`config.mk`:
```
export PLATFORM = sky130hd
export DESIGN_NAME = hazard_ctrl_flat
export DESIGN_NICKNAME = d
export VERILOG_FILES = /design/src/rtl/hazard_pkg.sv /design/src/rtl/hazard_ctrl_if.sv /design/src/rtl/hazard_cmp.sv /design/src/rtl/hazard_ctrl.sv /design/src/flat_wrapper.sv
export SDC_FILE = /design/constraint.sdc
export NUM_CORES = 1
export LEC_CHECK = 0
export CAP_MARGIN = 5
export CORE_ASPECT_RATIO = 1.1
export CORE_MARGIN = 5
export CORE_UTILIZATION = 42
export DETAILED_ROUTE_END_ITERATION = 8
export PLACE_DENSITY = 0.87
export SLEW_MARGIN = 0
export SYNTH_ARGS = -nofsm -noshare
export SYNTH_HDL_FRONTEND = slang
export SYNTH_SLANG_ARGS = --single-unit
```
`constraint.sdc`:
```
create_clock -name clk_i -period 1.6 [get_ports clk_i]
set_input_delay 0.32 -clock clk_i [delete_from_list [all_inputs] [get_ports clk_i]]
set_output_delay 0.32 -clock clk_i [all_outputs]
set_load 0.02 [all_outputs]
```
`src/rtl/hazard_pkg.sv`:
```
// Shared definitions for the pipeline hazard controller: FSM encoding,
// counter widths and the legal parameter ranges.
package hazard_pkg;

  typedef enum logic [1:0] {
    RUN      = 2'd0,
    LU_STALL = 2'd1,
    ERR      = 2'd2
  } state_e;

  localparam int unsigned REM_W        = 2;
  localparam int unsigned LOAD_LAT_MIN = 1;
  localparam int unsigned LOAD_LAT_MAX = 4;
  localparam int unsigned TIMEOUT_MIN  = 1;
  localparam int unsigned TIMEOUT_MAX  = 65535;

  function automatic bit load_lat_ok(input int unsigned v);
    return (v >= LOAD_LAT_MIN) && (v <= LOAD_LAT_MAX);
  endfunction

  function automatic bit timeout_ok(input int unsigned v);
    return (v >= TIMEOUT_MIN) && (v <= TIMEOUT_MAX);
  endfunction

endpackage

```
`src/rtl/hazard_ctrl_if.sv`:
```
// Hazard-control bus: ID/EX register info and memory handshake in,
// pipeline control and statistics out.
interface hazard_ctrl_if #(
  parameter int unsigned ADDR_W = 5,
  parameter int unsigned CNT_W  = 16
);
  logic [ADDR_W-1:0] rs1_i;
  logic [ADDR_W-1:0] rs2_i;
  logic              rs1_used_i;
  logic              rs2_used_i;
  logic [ADDR_W-1:0] ex_rd_i;
  logic              ex_memread_i;
  logic              branch_taken_i;
  logic              mem_req_i;
  logic              mem_ready_i;
  logic              stall_o;
  logic              pc_write_o;
  logic              noop_o;
  logic              flush_o;
  logic              freeze_o;
  logic              err_o;
  logic [CNT_W-1:0]  stall_cnt_o;

  modport master (
    output rs1_i, rs2_i, rs1_used_i, rs2_used_i, ex_rd_i, ex_memread_i,
           branch_taken_i, mem_req_i, mem_ready_i,
    input  stall_o, pc_write_o, noop_o, flush_o, freeze_o, err_o, stall_cnt_o
  );

  modport slave (
    input  rs1_i, rs2_i, rs1_used_i, rs2_used_i, ex_rd_i, ex_memread_i,
           branch_taken_i, mem_req_i, mem_ready_i,
    output stall_o, pc_write_o, noop_o, flush_o, freeze_o, err_o, stall_cnt_o
  );
endinterface

```
`src/rtl/hazard_cmp.sv`:
```
// Per-source load-use match: a used, nonzero source equal to the EX destination.
module hazard_cmp #(
  parameter int unsigned ADDR_W = 5
) (
  input  logic [ADDR_W-1:0] addr_i,
  input  logic              used_i,
  input  logic [ADDR_W-1:0] ex_rd_i,
  output logic              match_o
);

  assign match_o = used_i && (ex_rd_i != '0) && (addr_i == ex_rd_i);

endmodule

```
`src/rtl/hazard_ctrl.sv`:
```
// Pipeline hazard controller: load-use stalls, memory-wait freeze with
// timeout error, branch flush and a saturating stall-cycle counter.
module hazard_ctrl
  import hazard_pkg::*;
#(
  parameter int unsigned ADDR_W   = 5,
  parameter int unsigned LOAD_LAT = 1,
  parameter int unsigned TIMEOUT  = 255,
  parameter int unsigned CNT_W    = 16
) (
  input  logic          clk_i,
  input  logic          rst_i,
  hazard_ctrl_if.slave  bus
);

  localparam int unsigned WAIT_W = $clog2(TIMEOUT + 1);

  if (!load_lat_ok(LOAD_LAT)) begin : g_bad_load_lat
    $error("hazard_ctrl: LOAD_LAT must be 1..4");
  end
  if (!timeout_ok(TIMEOUT)) begin : g_bad_timeout
    $error("hazard_ctrl: TIMEOUT must be 1..65535");
  end

  state_e             state_q, state_d;
  logic [REM_W-1:0]   rem_q, rem_d;
  logic [WAIT_W-1:0]  wait_q, wait_d;
  logic [CNT_W-1:0]   cnt_q, cnt_d;

  logic rs1_hit, rs2_hit, lu, mw, timeout;
  logic stall, pc_write, noop, flush, freeze, err;

  hazard_cmp #(.ADDR_W(ADDR_W)) u_cmp_rs1 (
    .addr_i  (bus.rs1_i),
    .used_i  (bus.rs1_used_i),
    .ex_rd_i (bus.ex_rd_i),
    .match_o (rs1_hit)
  );

  hazard_cmp #(.ADDR_W(ADDR_W)) u_cmp_rs2 (
    .addr_i  (bus.rs2_i),
    .used_i  (bus.rs2_used_i),
    .ex_rd_i (bus.ex_rd_i),
    .match_o (rs2_hit)
  );

  assign lu = bus.ex_memread_i && (rs1_hit || rs2_hit);
  assign mw = bus.mem_req_i && !bus.mem_ready_i;

  // Timeout fires on the edge that would bring the wait count to TIMEOUT.
  always_comb begin
    wait_d  = '0;
    timeout = 1'b0;
    if (mw) begin
      timeout = (wait_q == WAIT_W'(TIMEOUT - 1));
      wait_d  = (wait_q == WAIT_W'(TIMEOUT)) ? wait_q : wait_q + 1'b1;
    end
  end

  always_comb begin
    state_d  = state_q;
    rem_d    = rem_q;
    stall    = 1'b0;
    pc_write = 1'b1;
    noop     = 1'b0;
    freeze   = 1'b0;
    err      = 1'b0;
    unique case (state_q)
      RUN: begin
        if (mw) begin
          stall    = 1'b1;
          freeze   = 1'b1;
          pc_write = 1'b0;
        end else if (lu) begin
          stall    = 1'b1;
          noop     = 1'b1;
          pc_write = 1'b0;
          if (LOAD_LAT > 1) begin
            state_d = LU_STALL;
            rem_d   = REM_W'(LOAD_LAT - 1);
          end
        end
      end
      LU_STALL: begin
        stall    = 1'b1;
        pc_write = 1'b0;
        if (mw) begin
          freeze = 1'b1;
        end else begin
          noop  = 1'b1;
          rem_d = rem_q - 1'b1;
          if (rem_q == REM_W'(1)) state_d = RUN;
        end
      end
      ERR: begin
        stall    = 1'b1;
        freeze   = 1'b1;
        pc_write = 1'b0;
        err      = 1'b1;
      end
      default: state_d = RUN;
    endcase
    if (timeout) state_d = ERR;
    // Registers are already cleared asynchronously; this masks the
    // combinational outputs while reset is held.
    if (rst_i) begin
      stall    = 1'b0;
      pc_write = 1'b1;
      noop     = 1'b0;
      freeze   = 1'b0;
      err      = 1'b0;
    end
  end

  assign flush = bus.branch_taken_i && !stall && !freeze && !rst_i;
  assign cnt_d = (noop && (cnt_q != '1)) ? cnt_q + 1'b1 : cnt_q;

  always_ff @(posedge clk_i or posedge rst_i) begin
    if (rst_i) begin
      state_q <= RUN;
      rem_q   <= '0;
      wait_q  <= '0;
      cnt_q   <= '0;
    end else begin
      state_q <= state_d;
      rem_q   <= rem_d;
      wait_q  <= wait_d;
      cnt_q   <= cnt_d;
    end
  end

  assign bus.stall_o     = stall;
  assign bus.pc_write_o  = pc_write;
  assign bus.noop_o      = noop;
  assign bus.flush_o     = flush;
  assign bus.freeze_o    = freeze;
  assign bus.err_o       = err;
  assign bus.stall_cnt_o = cnt_q;

endmodule

```
`src/flat_wrapper.sv`:
```
// flat-port wrapper written by rule: the top's interface ports become plain ports
module hazard_ctrl_flat import hazard_pkg::*;
#(
  parameter int unsigned ADDR_W   = 5,
  parameter int unsigned LOAD_LAT = 1,
  parameter int unsigned TIMEOUT  = 255,
  parameter int unsigned CNT_W    = 16
)
  (clk_i, rst_i, bus_rs1_i, bus_rs2_i, bus_rs1_used_i, bus_rs2_used_i, bus_ex_rd_i, bus_ex_memread_i, bus_branch_taken_i, bus_mem_req_i, bus_mem_ready_i, bus_stall_o, bus_pc_write_o, bus_noop_o, bus_flush_o, bus_freeze_o, bus_err_o, bus_stall_cnt_o);
  hazard_ctrl_if #(.ADDR_W(ADDR_W), .CNT_W(CNT_W)) bus_i ();
  input  logic clk_i;
  input  logic rst_i;
  input wire logic [$bits(bus_i.rs1_i)-1:0] bus_rs1_i;
  input wire logic [$bits(bus_i.rs2_i)-1:0] bus_rs2_i;
  input wire logic [$bits(bus_i.rs1_used_i)-1:0] bus_rs1_used_i;
  input wire logic [$bits(bus_i.rs2_used_i)-1:0] bus_rs2_used_i;
  input wire logic [$bits(bus_i.ex_rd_i)-1:0] bus_ex_rd_i;
  input wire logic [$bits(bus_i.ex_memread_i)-1:0] bus_ex_memread_i;
  input wire logic [$bits(bus_i.branch_taken_i)-1:0] bus_branch_taken_i;
  input wire logic [$bits(bus_i.mem_req_i)-1:0] bus_mem_req_i;
  input wire logic [$bits(bus_i.mem_ready_i)-1:0] bus_mem_ready_i;
  output wire logic [$bits(bus_i.stall_o)-1:0] bus_stall_o;
  output wire logic [$bits(bus_i.pc_write_o)-1:0] bus_pc_write_o;
  output wire logic [$bits(bus_i.noop_o)-1:0] bus_noop_o;
  output wire logic [$bits(bus_i.flush_o)-1:0] bus_flush_o;
  output wire logic [$bits(bus_i.freeze_o)-1:0] bus_freeze_o;
  output wire logic [$bits(bus_i.err_o)-1:0] bus_err_o;
  output wire logic [$bits(bus_i.stall_cnt_o)-1:0] bus_stall_cnt_o;
  assign bus_i.rs1_i = bus_rs1_i;
  assign bus_i.rs2_i = bus_rs2_i;
  assign bus_i.rs1_used_i = bus_rs1_used_i;
  assign bus_i.rs2_used_i = bus_rs2_used_i;
  assign bus_i.ex_rd_i = bus_ex_rd_i;
  assign bus_i.ex_memread_i = bus_ex_memread_i;
  assign bus_i.branch_taken_i = bus_branch_taken_i;
  assign bus_i.mem_req_i = bus_mem_req_i;
  assign bus_i.mem_ready_i = bus_mem_ready_i;
  assign bus_stall_o = bus_i.stall_o;
  assign bus_pc_write_o = bus_i.pc_write_o;
  assign bus_noop_o = bus_i.noop_o;
  assign bus_flush_o = bus_i.flush_o;
  assign bus_freeze_o = bus_i.freeze_o;
  assign bus_err_o = bus_i.err_o;
  assign bus_stall_cnt_o = bus_i.stall_cnt_o;
  hazard_ctrl #(.ADDR_W(ADDR_W), .LOAD_LAT(LOAD_LAT), .TIMEOUT(TIMEOUT), .CNT_W(CNT_W)) u_core (.clk_i(clk_i), .rst_i(rst_i), .bus(bus_i));
endmodule
```
# == Yosys cells after proc, flatten, opt, wreduce, memory -nomap -nowiden ==
# Index checks and enable logic that the tools add are counted.
# totals
latchBits,0
ramBits,0
input_bits,23
register_bits,28
word_cells,66
out_inout_bits,22
mem_count,0
romBits,0
# classes
n_eq_ne,12
n_mux,24
order_cmp,0
n_reduce_logical,22
multipliers,0
bitwise_logic,1
n_div,0
add_sub_neg,3
shifts,0
# op_table
op,count
"adder 16 x 1 -> 16 bit, second input constant",1
"== test 8 bit, second input constant",2
two-way mux 8 bit,2
"inequality test 16 bit, second input constant",1
two-way mux 1 bit,14
== test 5 bit,2
logical AND 1 bit,10
"adder 8 x 1 -> 8 bit, second input constant",1
case mux 1 bit (2 select lines),4
two-way mux 2 bit,3
OR reduction 2 bit,3
nonzero test 5 bit,1
"== test 2 x 1 -> 1 bit, second input constant",2
zero test 1 bit,4
case mux 2 bit (2 select lines),1
"inequality test 3 x 1 -> 1 bit, second input constant",1
"inequality test 3 bit, second input constant",1
AND reduction 3 bit,1
"== test 2 bit, second input constant",1
zero test 2 bit,1
"inequality test 2 x 1 -> 1 bit, second input constant",1
"inequality test 2 bit, second input constant",1
AND reduction 2 bit,1
"subtractor 2 x 1 -> 2 bit, second input constant",1
2 further kinds,2

# == Longest topological paths before layout ==
# depth
word_depth,13
ltp_mapped,6
ltp_nobuf,6

# == Cells and area by module ==
# From an unflattened synthesis, not the netlist that was laid out.
# hier_totals
cells_unflattened,145
area_unflattened_um2,1478.9
# modules_own_cells
module,instances,cells_per_inst,area_per_inst_um2
hazard_ctrl,1,125,1338.8
hazard_cmp,2,10,70.1

# == Least setup slack after synthesis ==
# OpenSTA, ideal clock, no wires.
# synth_path
path_type,flip-flop to flip-flop
from,"reg u_core.cnt_q[0], in the netlist u_core.bus.stall_cnt_o[0]"
to,"reg u_core.cnt_q[1], in the netlist u_core.bus.stall_cnt_o[1]"
path_buffers,0
required_ns,1.475
synth_period_minus_slack_ns,1.933
setup_slack_ns,-0.333
arrival_time_ns,1.808
path_stages_with_launch,7
setup_ns,0.125
path_cell_list,dfrtp_1 -> ha_1 -> nand4_1 -> nor3_1 -> a31oi_4 -> nand3_2 -> mux2_4
# synth_via
elab_chain_cells,2
elab_cells_between_ends,3
classes_between,1 x add/sub; 1 x eq/ne; 1 x reduce/logical
# synth_lines
item,line_no,source
start: declaration,hazard_ctrl.sv:28,"logic [CNT_W-1:0] cnt_q, cnt_d;"
start signal: assignment,hazard_ctrl.sv:128,cnt_q <= cnt_d;
branches (longest 2 deep; another with adder 16 x 1 -> 16 bit),--,
# Several ways; the timed one is not identified.
# A chain may end at the register's enable or synchronous reset.

# == Worst setup path after layout ==
# layout_path
from,in bus_ex_rd_i[2]
to,out bus_flush_o
# layout_via
elab_chain_cells,13
elab_cells_between_ends,17
classes_between,2 x eq/ne; 4 x mux; 11 x reduce/logical
# layout_lines
item,line_no,source
start: declaration,flat_wrapper.sv:17,input wire logic [$bits(bus_i.ex_rd_i)-1:0] bus_ex_rd_i;
nonzero test 5 bit,hazard_cmp.sv:11,assign match_o = used_i && (ex_rd_i != '0) && (addr_i == ex_rd_i);
logical AND 1 bit (2 in a row),hazard_cmp.sv:11,
logical OR 1 bit *,hazard_ctrl.sv:47,assign lu = bus.ex_memread_i && (rs1_hit || rs2_hit);
logical AND 1 bit *,hazard_ctrl.sv:47,
two-way mux 1 bit *,hazard_ctrl.sv:74,end else if (lu) begin
two-way mux 1 bit *,hazard_ctrl.sv:70,if (mw) begin
case mux 1 bit (2 select lines) *,hazard_ctrl.sv:68,unique case (state_q)
two-way mux 1 bit *,hazard_ctrl.sv:106,if (rst_i) begin
zero test 1 bit *,hazard_ctrl.sv:115,assign flush = bus.branch_taken_i && !stall && !freeze && !rst_i;
logical AND 1 bit * (3 in a row),hazard_ctrl.sv:115,
end: declaration,flat_wrapper.sv:25,output wire logic [$bits(bus_i.flush_o)-1:0] bus_flush_o;
# Mark *: on every way between the ends. The rest lies on a longest branch, timed or not.

==> impl_summary.txt <==
----------------------------------------------------
[Cells and area]
  Most common cell after layout, fill and taps aside ... sky130_fd_sc_hd__buf_4
  Area growth, synth to finish ... 59.2%
  Fraction of the core area covered by cells at the end of the flow ... 70.7%
  Final nets ... roughly 260
  Final Non-Filler Cells ... 278
  Fraction of final layout cells with drive strength greater than 1 ... between 30 and 40%
  Diode insertion count for antenna repair ... 0
  Commonest non-fill, non-tap cells in the layout ... sky130_fd_sc_hd__buf_4, sky130_fd_sc_hd__dfrtp_1, sky130_fd_sc_hd__dlygate4sd2_1, sky130_fd_sc_hd__xnor2_1, sky130_fd_sc_hd__nand4_1

[Timing]
  Setup TNS after final layout ... -2.26 ns
  Worst rel slew slack ... 81.4%
  Clock skew ... 0.00427 ns
  RSZ-0062 raised after global routing ... true
  Final worst hold slack ... between 0.1 and 0.15 ns
  Number of setup violations in the final report ... 18
  Number of hold violations in the final report ... 0
  Total count of max-transition violations in the final report ... 0
  Min Clock Period, post-route ... 1.87 ns
  Post-route worst setup slack ... -0.266 ns
  Final Cycle Share ... 117%
  Fmax ... 536 MHz
  Worst-Margin Slew ... 0.279 ns

[Setup path]
  Max Fanout on Critical Path ... 4
  Buffering stage count on the worst path with inverters included ... 2
  WS Path Type ... input port to output pin
  Setup crit start ... bus_ex_rd_i[2]
  Setup crit start kind ... input port
  CP required ... between 1 and 1.5 ns
  Critical R2R Capture ... u_core.bus.stall_cnt_o[6]$_DFFE_PP0P_
  Beginning of the worst register-to-register path ... u_core.bus.stall_cnt_o[1]$_DFFE_PP0P_
  FF-to-FF path depth ... 7
  Chain of cells forming the critical path ... buf_6 -> or4_4 -> o21ai_4 -> nand2b_4 -> and3_4 -> buf_6
  Data arrival time of the worst path ... between 1.5 and 2 ns
  Largest stage delay on the critical path ... 0.54 ns
  Slowest cell on crit path ... sky130_fd_sc_hd__or4_4
  Most used cell along the critical path ... sky130_fd_sc_hd__buf_6
  Worst reg-to-reg setup slack ... -0.14 ns
  Top delay family on crit path ... simple AND/OR/NAND/NOR gates
  Setup crit end kind ... output pin

[Global routing]
  Met3 GRT Util ... 1.39%
  Most congested layer reported by global routing ... met2
  Total Routing Usage GR ... 17.9%
  Number of antenna violations at the first check in global routing ... 0
  Vias in the first global route ... about 1500
  GR Overflow Total ... 0
  Largest net degree at the start of global routing ... 22
  GRT met1 Usage ... approximately 22%
  Routing usage on met2 ... between 30 and 40%
  Wire length of the first global-routing pass ... around 6.9 mm

[Floorplan]
  Die span in y ... 73.0 um
  Number of rows created at floorplan ... 22
  Die footprint ... 0.00491 mm^2
  I/O pin count ... 45
  Die Wd ... 67.3 um
  Initial Utilization ... 44.4%
  Total core area ... 0.00341 mm^2

[Synth]
  Synth Net Count ... approximately 170
  Number of warnings reported in the yosys synthesis log ... 0
  Share of synthesized registers carrying an async set or reset ... 100%
  Post-synthesis instance total ... 148
  Yosys top cell by area ... sky130_fd_sc_hd__dfrtp_1
  Dominant synthesized flop cell ... sky130_fd_sc_hd__dfrtp_1
  Sequential share of the synthesized area ... 41.3%
  Post-synthesis cell area ... 0.00152 mm^2
  Number of synthesized flops with an enable pin ... 0
  Number of distinct library cells after synthesis ... 39
  Share of Yosys cell area claimed by the top area cell type ... around two fifths
  Post-Syn Area per Cell ... 10.2 um^2
  Synth top area cells ... sky130_fd_sc_hd__dfrtp_1, sky130_fd_sc_hd__xnor2_1, sky130_fd_sc_hd__nand4_1, sky130_fd_sc_hd__and3_1, sky130_fd_sc_hd__nand3_1
  Yosys reg bits ... 25

[Clock tree]
  Clock buffer count from CTS ... 3
  Number of hold-repair buffers added at the cts stage ... 0
  CTS max path bufs ... 2
  Root Buffer Master ... sky130_fd_sc_hd__clkbuf_4
  Clock-pin slew of the registers on the worst-case setup and hold paths ... 0.14 ns
  Clock tree from TritonCTS ... yes
  CTS sink cnt ... 25
  Clock latency at the later pin of the worst-skew pair ... 0.32 ns
  Number of H-tree levels ... 1

[Place]
  Post-detail-place hpwl ... 3.05 mm
  Final estimated routing congestion in global placement ... 0.784
  Cell count after placement ... 266
  Total of buffers placed on input and output ports ... 44

[Power]
  Register share of total power ... 51.4%
  Switching share of power ... 28.5%
  Worst VDD drop ... 0.000449 V
  P_int ... around 930 uW
  Combinational share of power ... between 20% and 30%
  Switching power ... 369 uW
  Clock network power share ... 23.0%
  Power density relative to cell area ... approximately 540 mW/mm^2
  Post-layout power ... 1.29 mW
  Leakage ... 1.13 nW

[Drt]
  Average routed wire per standard cell ... approximately 15 um
  Post-route antenna net violation count ... 0
  Iter 0 DRT Violations ... 44
  Router iterations before antenna repair ... 4
  DRC violation count after routing ... 0
  Count of vias placed by the detailed router ... 1466
  Detailed-route wire length ... approximately 4.3 mm
  DR vias/cell ... between 5 and 6

[Worst hold path]
  Kind of path behind the tightest hold check ... input port to asynchronous set/reset pin

[Run status]
  Run status ... complete, but fails checks
  Violations in the final reports ... setup timing

[Run]
  Max_cap viols ... 0

----------------------------------------------------
-- cells by family (layout without fill, tap and decap cells) --
| group | after synthesis | count (layout) | share of synthesized area [%] |
|---|---|---|---|
| multiplexers | 2 | 2 | 1.73 |
| AO/OA/AOI/OAI | 12 | 12 | 7.76 |
| flip-flops | 25 | 25 | 41.3 |
| XOR/XNOR | 28 | 28 | 16.2 |
| AND/OR/NAND/NOR | 72 | 72 | 29.0 |
| adder cells (fa/ha/maj) | 3 | 3 | 2.48 |
| buffers and inverters | 6 | 88 | 1.57 |
-- worst register-to-register path: cells and delay by family, from the launching register on --
kind | cells | cell delay, ns
xor+xnor | 1 | 0.20
flops | 1 | 0.45
buf+inv | 1 | 0.15
fa+ha+maj | 1 | 0.16
simple gates | 3 | 0.45
compound gates | 1 | 0.27
-- power by group through the flow --
stage	Sequential (mW)	Clock [mW]	Combinational, mW
after detailed placement	0.673	0	0.306
after global placement	0.672	0	0.300
final	0.666	0.298	0.331
after CTS	0.666	0.306	0.307
after floorplan	0.696	0	0.109
after global routing	0.668	0.334	0.357
-- cell type report --
type	instances	area, um^2
repair buffers	80	698
multi-input cells	117	981
flip-flops and latches	25	628
inverters	4	15.0
fillers	270	1000
clock buffers	3	22.5
clock inverters	1	7.51
well taps	48	60.1
-- flip-flops by register name (all words and copies together), names as in the netlist --
signal / count
u_core.bus.stall_cnt_o: 16
u_core.wait_q: 8
u_core.state_q: 1
-- cell usage after synthesis (all sizes together) (3+ instances only) --
cell   count
nand3     10
nor2      12
nand2      8
xnor2     26
nor3       6
nand4     16
ha         3
dfrtp     25
o21ai      3
and3       8
inv        4
a31oi      3
-- layer usage --
metal	share of wire (%)	routed length, um	vias to the layer above
met5	0	0	-
met4	2.8	118	0
met3	3.6	154	12
met2	53	2250	42
met1	41	1740	710
li1	-	-	702
-- worst max path at each step --
stage	end	slack [ns]	depth (start not counted)
after global routing	bus_flush_o	-0.30	6
after CTS	bus_flush_o	-0.27	6
after global placement	bus_flush_o	-1.08	6
after floorplan	bus_flush_o	-0.16	4
final	bus_flush_o	-0.27	6
after detailed placement	bus_flush_o	-1.12	6
-- per-stage QoR --
step / cell area (um^2) / setup slack, ns
after detailed placement: 2260 / -1.12
after global routing: 2410 / -0.302
final: 2410 / -0.266
after floorplan: 1540 / -0.163
after global placement: 2260 / -1.08
after CTS: 2360 / -0.271
-- repair_timing --
item / CTS / global route
setup buffers: 6 / 1
gates resized for setup: 93 / 16
pin swaps: 25 / 14
endpoints found under the setup margin: 38 / 22
cloned: 1 / 0
No activity file was read; power rests on OpenSTA's default activity.
